$ cat config.mk
export PLATFORM = sky130hd
export DESIGN_NAME = fetch_sequencer
export DESIGN_NICKNAME = d
export VERILOG_FILES = /design/src/rtl/fetch_sequencer.sv
export SDC_FILE = /design/constraint.sdc
export NUM_CORES = 1
export LEC_CHECK = 0
export ABC_AREA = 1
export CAP_MARGIN = 5
export CORE_ASPECT_RATIO = 0.5
export CORE_MARGIN = 3
export CORE_UTILIZATION = 47
export DETAILED_ROUTE_END_ITERATION = 12
export GPL_TIMING_DRIVEN = 1
export MAX_ROUTING_LAYER = met4
export PLACE_DENSITY = 0.81
export SYNTH_ARGS = -nofsm -noshare
export SYNTH_HDL_FRONTEND = slang
export SYNTH_SLANG_ARGS = --single-unit
$ cat constraint.sdc
create_clock -name I_clk -period 7.55 [get_ports I_clk]
set_clock_uncertainty 0.15 [all_clocks]
set_input_delay 2.265 -clock I_clk [delete_from_list [all_inputs] [get_ports I_clk]]
set_output_delay 2.265 -clock I_clk [all_outputs]
set_load 0.005 [all_outputs]
$ cat src/rtl/fetch_sequencer.sv
// ---------------------------------------------------------------------------
// fetch_sequencer
// Instruction-fetch controller between the PC/branch logic and a synchronous
// instruction memory with a 1-cycle read latency. It issues fetch addresses,
// tracks the single in-flight read, buffers returned words in a 2-entry FIFO
// and presents them to decode over a valid/ready handshake. A redirect
// flushes everything buffered or in flight and restarts at the new target.
//
// Ports:
//   I_clk, I_reset         clock, synchronous active-high reset
//   O_imem_address         byte address presented to instruction memory
//   I_imem_data            memory read data (cycle after address sampled)
//   I_redirect/_pc         one-cycle restart pulse and its target address
//   O_valid/I_ready        decode handshake for the FIFO head
//   O_instr, O_pc          head instruction word and its byte address
//   O_misaligned           one-cycle pulse: last redirect target unaligned
// ---------------------------------------------------------------------------
module fetch_sequencer #(
  parameter logic [31:0] RESET_PC = 32'h0000_0000
) (
  input  logic        I_clk,
  input  logic        I_reset,
  output logic [31:0] O_imem_address,
  input  logic [31:0] I_imem_data,
  input  logic        I_redirect,
  input  logic [31:0] I_redirect_pc,
  output logic        O_valid,
  input  logic        I_ready,
  output logic [31:0] O_instr,
  output logic [31:0] O_pc,
  output logic        O_misaligned
);

  logic [31:0] fpc_q, fpc_d;
  logic        inflight_q, inflight_d;
  logic [31:0] inflight_pc_q, inflight_pc_d;
  logic [31:0] fifo_pc_q    [2];
  logic [31:0] fifo_instr_q [2];
  logic        rd_ptr_q, rd_ptr_d;
  logic        wr_ptr_q, wr_ptr_d;
  logic [1:0]  count_q, count_d;
  logic        misaligned_q, misaligned_d;

  logic        pop_s;
  logic        push_s;
  logic        issue_s;
  logic [2:0]  occupancy_s;
  logic [31:0] target_s;

  assign target_s = {I_redirect_pc[31:2], 2'b00};
  assign O_valid  = (count_q != 2'd0);
  assign pop_s    = O_valid & I_ready & ~I_redirect;
  assign push_s   = inflight_q & ~I_redirect;

  // Slots already committed (buffered + in flight) after this cycle's pop.
  // Issuing only while this is below 2 guarantees every returning word has
  // a free FIFO slot. pop implies count >= 1, so this never underflows.
  assign occupancy_s = {1'b0, count_q} + {2'b00, inflight_q} - {2'b00, pop_s};
  assign issue_s     = (occupancy_s < 3'd2);

  assign O_instr      = fifo_instr_q[rd_ptr_q];
  assign O_pc         = fifo_pc_q[rd_ptr_q];
  assign O_misaligned = misaligned_q;

  // Fetch address: reset forces RESET_PC, a redirect bypasses fpc directly.
  always_comb begin
    O_imem_address = fpc_q;
    if (I_reset) begin
      O_imem_address = RESET_PC;
    end else if (I_redirect) begin
      O_imem_address = target_s;
    end else begin
      O_imem_address = fpc_q;
    end
  end

  // Next-state logic for fetch PC, in-flight tracking and FIFO bookkeeping.
  always_comb begin
    fpc_d         = fpc_q;
    inflight_d    = inflight_q;
    inflight_pc_d = inflight_pc_q;
    rd_ptr_d      = rd_ptr_q;
    wr_ptr_d      = wr_ptr_q;
    count_d       = count_q;
    misaligned_d  = 1'b0;
    if (I_redirect) begin
      // Flush buffer, drop the returning word, fetch the aligned target now.
      fpc_d         = target_s + 32'd4;
      inflight_d    = 1'b1;
      inflight_pc_d = target_s;
      rd_ptr_d      = 1'b0;
      wr_ptr_d      = 1'b0;
      count_d       = 2'd0;
      misaligned_d  = (I_redirect_pc[1:0] != 2'b00);
    end else begin
      if (issue_s) begin
        inflight_d    = 1'b1;
        inflight_pc_d = fpc_q;
        fpc_d         = fpc_q + 32'd4;
      end else begin
        inflight_d = 1'b0;
      end
      if (push_s) begin
        wr_ptr_d = ~wr_ptr_q;
      end else begin
        wr_ptr_d = wr_ptr_q;
      end
      if (pop_s) begin
        rd_ptr_d = ~rd_ptr_q;
      end else begin
        rd_ptr_d = rd_ptr_q;
      end
      case ({push_s, pop_s})
        2'b10:   count_d = count_q + 2'd1;
        2'b01:   count_d = count_q - 2'd1;
        default: count_d = count_q;
      endcase
    end
  end

  // Control state registers with synchronous reset.
  always_ff @(posedge I_clk) begin
    if (I_reset) begin
      fpc_q         <= RESET_PC;
      inflight_q    <= 1'b0;
      inflight_pc_q <= RESET_PC;
      rd_ptr_q      <= 1'b0;
      wr_ptr_q      <= 1'b0;
      count_q       <= 2'd0;
      misaligned_q  <= 1'b0;
    end else begin
      fpc_q         <= fpc_d;
      inflight_q    <= inflight_d;
      inflight_pc_q <= inflight_pc_d;
      rd_ptr_q      <= rd_ptr_d;
      wr_ptr_q      <= wr_ptr_d;
      count_q       <= count_d;
      misaligned_q  <= misaligned_d;
    end
  end

  // FIFO payload storage; contents are only observed while count is non-zero.
  always_ff @(posedge I_clk) begin
    if (push_s && !I_reset) begin
      fifo_pc_q[wr_ptr_q]    <= inflight_pc_q;
      fifo_instr_q[wr_ptr_q] <= I_imem_data;
    end else begin
      fifo_pc_q[wr_ptr_q]    <= fifo_pc_q[wr_ptr_q];
      fifo_instr_q[wr_ptr_q] <= fifo_instr_q[wr_ptr_q];
    end
  end

  fetch_sequencer_chk u_chk (
    .I_clk   (I_clk),
    .I_reset (I_reset),
    .I_push  (push_s),
    .I_pop   (pop_s),
    .I_count (count_q)
  );

endmodule

// ---------------------------------------------------------------------------
// fetch_sequencer_chk
// Property checker for the fetch buffer: a push may never land on a full
// FIFO unless the head is popped in the same cycle, and count stays <= 2.
// Ports: I_clk, I_reset, I_push, I_pop, I_count (current FIFO occupancy).
// ---------------------------------------------------------------------------
module fetch_sequencer_chk (
  input logic       I_clk,
  input logic       I_reset,
  input logic       I_push,
  input logic       I_pop,
  input logic [1:0] I_count
);

  a_no_overflow: assert property (@(posedge I_clk) disable iff (I_reset)
    !(I_push && (I_count == 2'd2) && !I_pop));

  a_count_range: assert property (@(posedge I_clk) disable iff (I_reset)
    (I_count <= 2'd2));

endmodule

==> flow_summary.json <==
{
  "status": "finished clean",
  "h-tree-depth": 4,
  "clockBufferDepth": 2,
  "cts_setup_buffers": 0,
  "clockRootBuffer": "clkbuf_16",
  "antenna_found_initial": 0,
  "postRouteAntennaNets": 0,
  "synth-adder-area-share_pct": 0.676,
  "max_freq_mhz": 145,
  "cp_common_cell": "clkdlybuf4s50_1",
  "synth-compound-area-share_pct": 6.76,
  "drt-vias-per-instance": 5.19,
  "p_per_area_mw_per_mm2": 214,
  "cts.sinks": 191,
  "initial_core_util_pct": 48.5,
  "cts-resized-gates": 0,
  "wl_per_cell_um": 16.6,
  "cp-end-kind": "output port",
  "slowest_delay_ps": 710,
  "ys_types": 39,
  "cts_hold_buf": 0,
  "row_count": 34,
  "io_pins": 166,
  "vias": 6480,
  "path_class": "input port to output port",
  "syn_area_per_cell_um2": 10.0,
  "die_area_mm2": 0.0199,
  "drtIter0Drc": 488,
  "grt_use_total_pct": 21.5,
  "synthArstFlopShare_pct": 0,
  "most-common-layout-cells": "160 x clkdlybuf4s50_1, 158 x nand2_1, 132 x nor2_1",
  "ir_worst_vdd_v": 0.000169,
  "required_ps": 5140,
  "synth_mux_area_share_pct": 8.20,
  "dieHeight_um": 101,
  "fin_crit_sh_pct": 91.5,
  "first_pass_iters": 5,
  "cts_made_buffers": 17,
  "period_minus_slack_ps": 6910,
  "synth_top_family_by_area": "simple AND/OR/NAND/NOR gates",
  "placed_cells": 1217,
  "gp_congestion": 0.922,
  "slowest_stage": "clkdlybuf4s50_1",
  "setup_viol": 0,
  "die_w_um": 196,
  "drive_gt1_share_pct": 14.8,
  "drc": 0,
  "yosysSeqAreaShare_pct": 59.5,
  "worstMarginPinSlew_ps": 972,
  "fillCellCount": 1405,
  "maxSlewHeadroom_pct": 35.2,
  "arrival_ps": 4490,
  "yosys.area_share.simple_pct": 18.4,
  "yosysWarningCount": 0,
  "path_clk_slew_ps": 80,
  "cp-start-kind": "input port",
  "wirelength_mm": 20.7,
  "hpwl_mm": 14.2,
  "syn_inst": 851,
  "synthXorXnorAreaFrac_pct": 0.206,
  "crit_fanout": 37,
  "crit_chain": "clkdlybuf4s50_1, buf_4, nand2_1, o21ai_0, inv_1, nor2_1, clkdlybuf4s50_1",
  "synthToLayoutAreaGrowth_pct": 27.7,
  "grt_overflow": 0,
  "grt_setup_unrepaired": "false",
  "total_power_uw": 2330,
  "hold_violations": 0,
  "cts_tree": "done",
  "grt_pass1_vias": 6409,
  "hp-class": "flip-flop to flip-flop",
  "insertion_delay_ps": 430,
  "final_cell_count_no_fill": 1249,
  "grt_max_degree": 63,
  "drv_slew": 0,
  "finalNetCount": 1074,
  "synth_edf_count": 124,
  "maxCapViolations": 0,
  "synth_ff_type": "edfxtp_1",
  "io_buffers": 161,
  "coreArea_mm2": 0.0176,
  "setup_tns_ps": 0,
  "grt_pass1_wl_mm": 32.6,
  "ys_ff_latch": 191,
  "diodes": 0,
  "p_leak_uw": 0.00413,
  "syn-cell-area_mm2": 0.00851,
  "final_common_cell": "clkdlybuf4s50_1"
}
==> cell type report <==
cell class | count | area [µm²] | share of cell area, %
clock buffer | 17 | 425 | 3.91
clock inverter | 15 | 169 | 1.55
inverter | 76 | 288 | 2.65
multi-input combinational | 546 | 2950 | 27.1
sequential | 191 | 5070 | 46.6
tap | 234 | 293 | 2.69
timing repair buffer | 170 | 1690 | 15.5
==> where the power goes <==
group / total (µW) / leakage [µW] / switching (µW) / internal (µW)
sequential: 1180 / 0.00170 / 21.8 / 1160
combinational: 268 / 0.00215 / 145 / 122
clock: 884 / 0.000283 / 438 / 446
==> path summary, 6_finish.rpt <==
| check | start | end | slack [ps] | depth (start not counted) |
|---|---|---|---|---|
| max | I_redirect | O_imem_address[29] | 640 | 7 |
| min reg2reg | inflight_pc_q[5] | fifo_pc_q[1][5] | 300 | 0 |
| max reg2reg | count_q[1] | fpc_q[17] | 4130 | 19 |
| min | inflight_pc_q[5] | fifo_pc_q[1][5] | 300 | 0 |
==> sequential cells by signal (all words and copies together), names as in the netlist, named ones only <==
signal / count
wr_ptr_q: 1
inflight_q: 1
inflight_pc_q: 30
count_q: 2
fifo_instr_q: 64
O_misaligned: 1
fpc_q: 30
fifo_pc_q: 60
rd_ptr_q: 1
==> worst max-delay path, delay by kind of cell <==
kind | cells | cell delay, ps
and+or+nand+nor | 2 | 210
AOI/OAI and AO/OA | 1 | 190
buffers and inverters | 4 | 1820
==> cells by family (layout without fill, tap and decap cells) <==
| logic type | count (synthesis) | in the layout |
|---|---|---|
| other | 1 | 4 |
| adder cells (fa/ha/maj) | 4 | 4 |
| buffers and inverters | 117 | 278 |
| flip-flops | 191 | 191 |
| AND/OR/NAND/NOR | 369 | 369 |
| multiplexers | 62 | 62 |
| AO/OA/AOI/OAI | 105 | 105 |
| XOR/XNOR | 2 | 2 |
==> routing by layer <==
metal	wire length (µm)	global-route usage, %
met1	9390	28.1
met2	9740	35.0
met3	1250	3.59
met4	328	6.62
met5	0	-
==> synthesized netlist by cell type, drive strengths merged, types with 7 or more instances <==
master	number	area [µm²]
nand2	180	731
inv	75	284
nor2	144	593
mux2	62	698
nand4	7	43.8
o21ai	69	368
dfxtp	67	1340
edfxtp	124	3720
clkbuf	21	78.8
a21oi	23	115
buf	20	165
nand3	33	170
==> through the flow <==
stage / setup slack, ps / hold slack [ps] / cell area, µm² / utilization, %
finish: 640 / 300 / 10900 / 61.9
global route: 418 / 321 / 10900 / 61.9
CTS: 682 / 300 / 10900 / 61.9
detailed placement: 677 / 285 / 10300 / 58.5
global placement: 778 / 278 / 10300 / 58.5
floorplan: 1540 / 270 / 8530 / -
(Power assumes the default switching activity.)
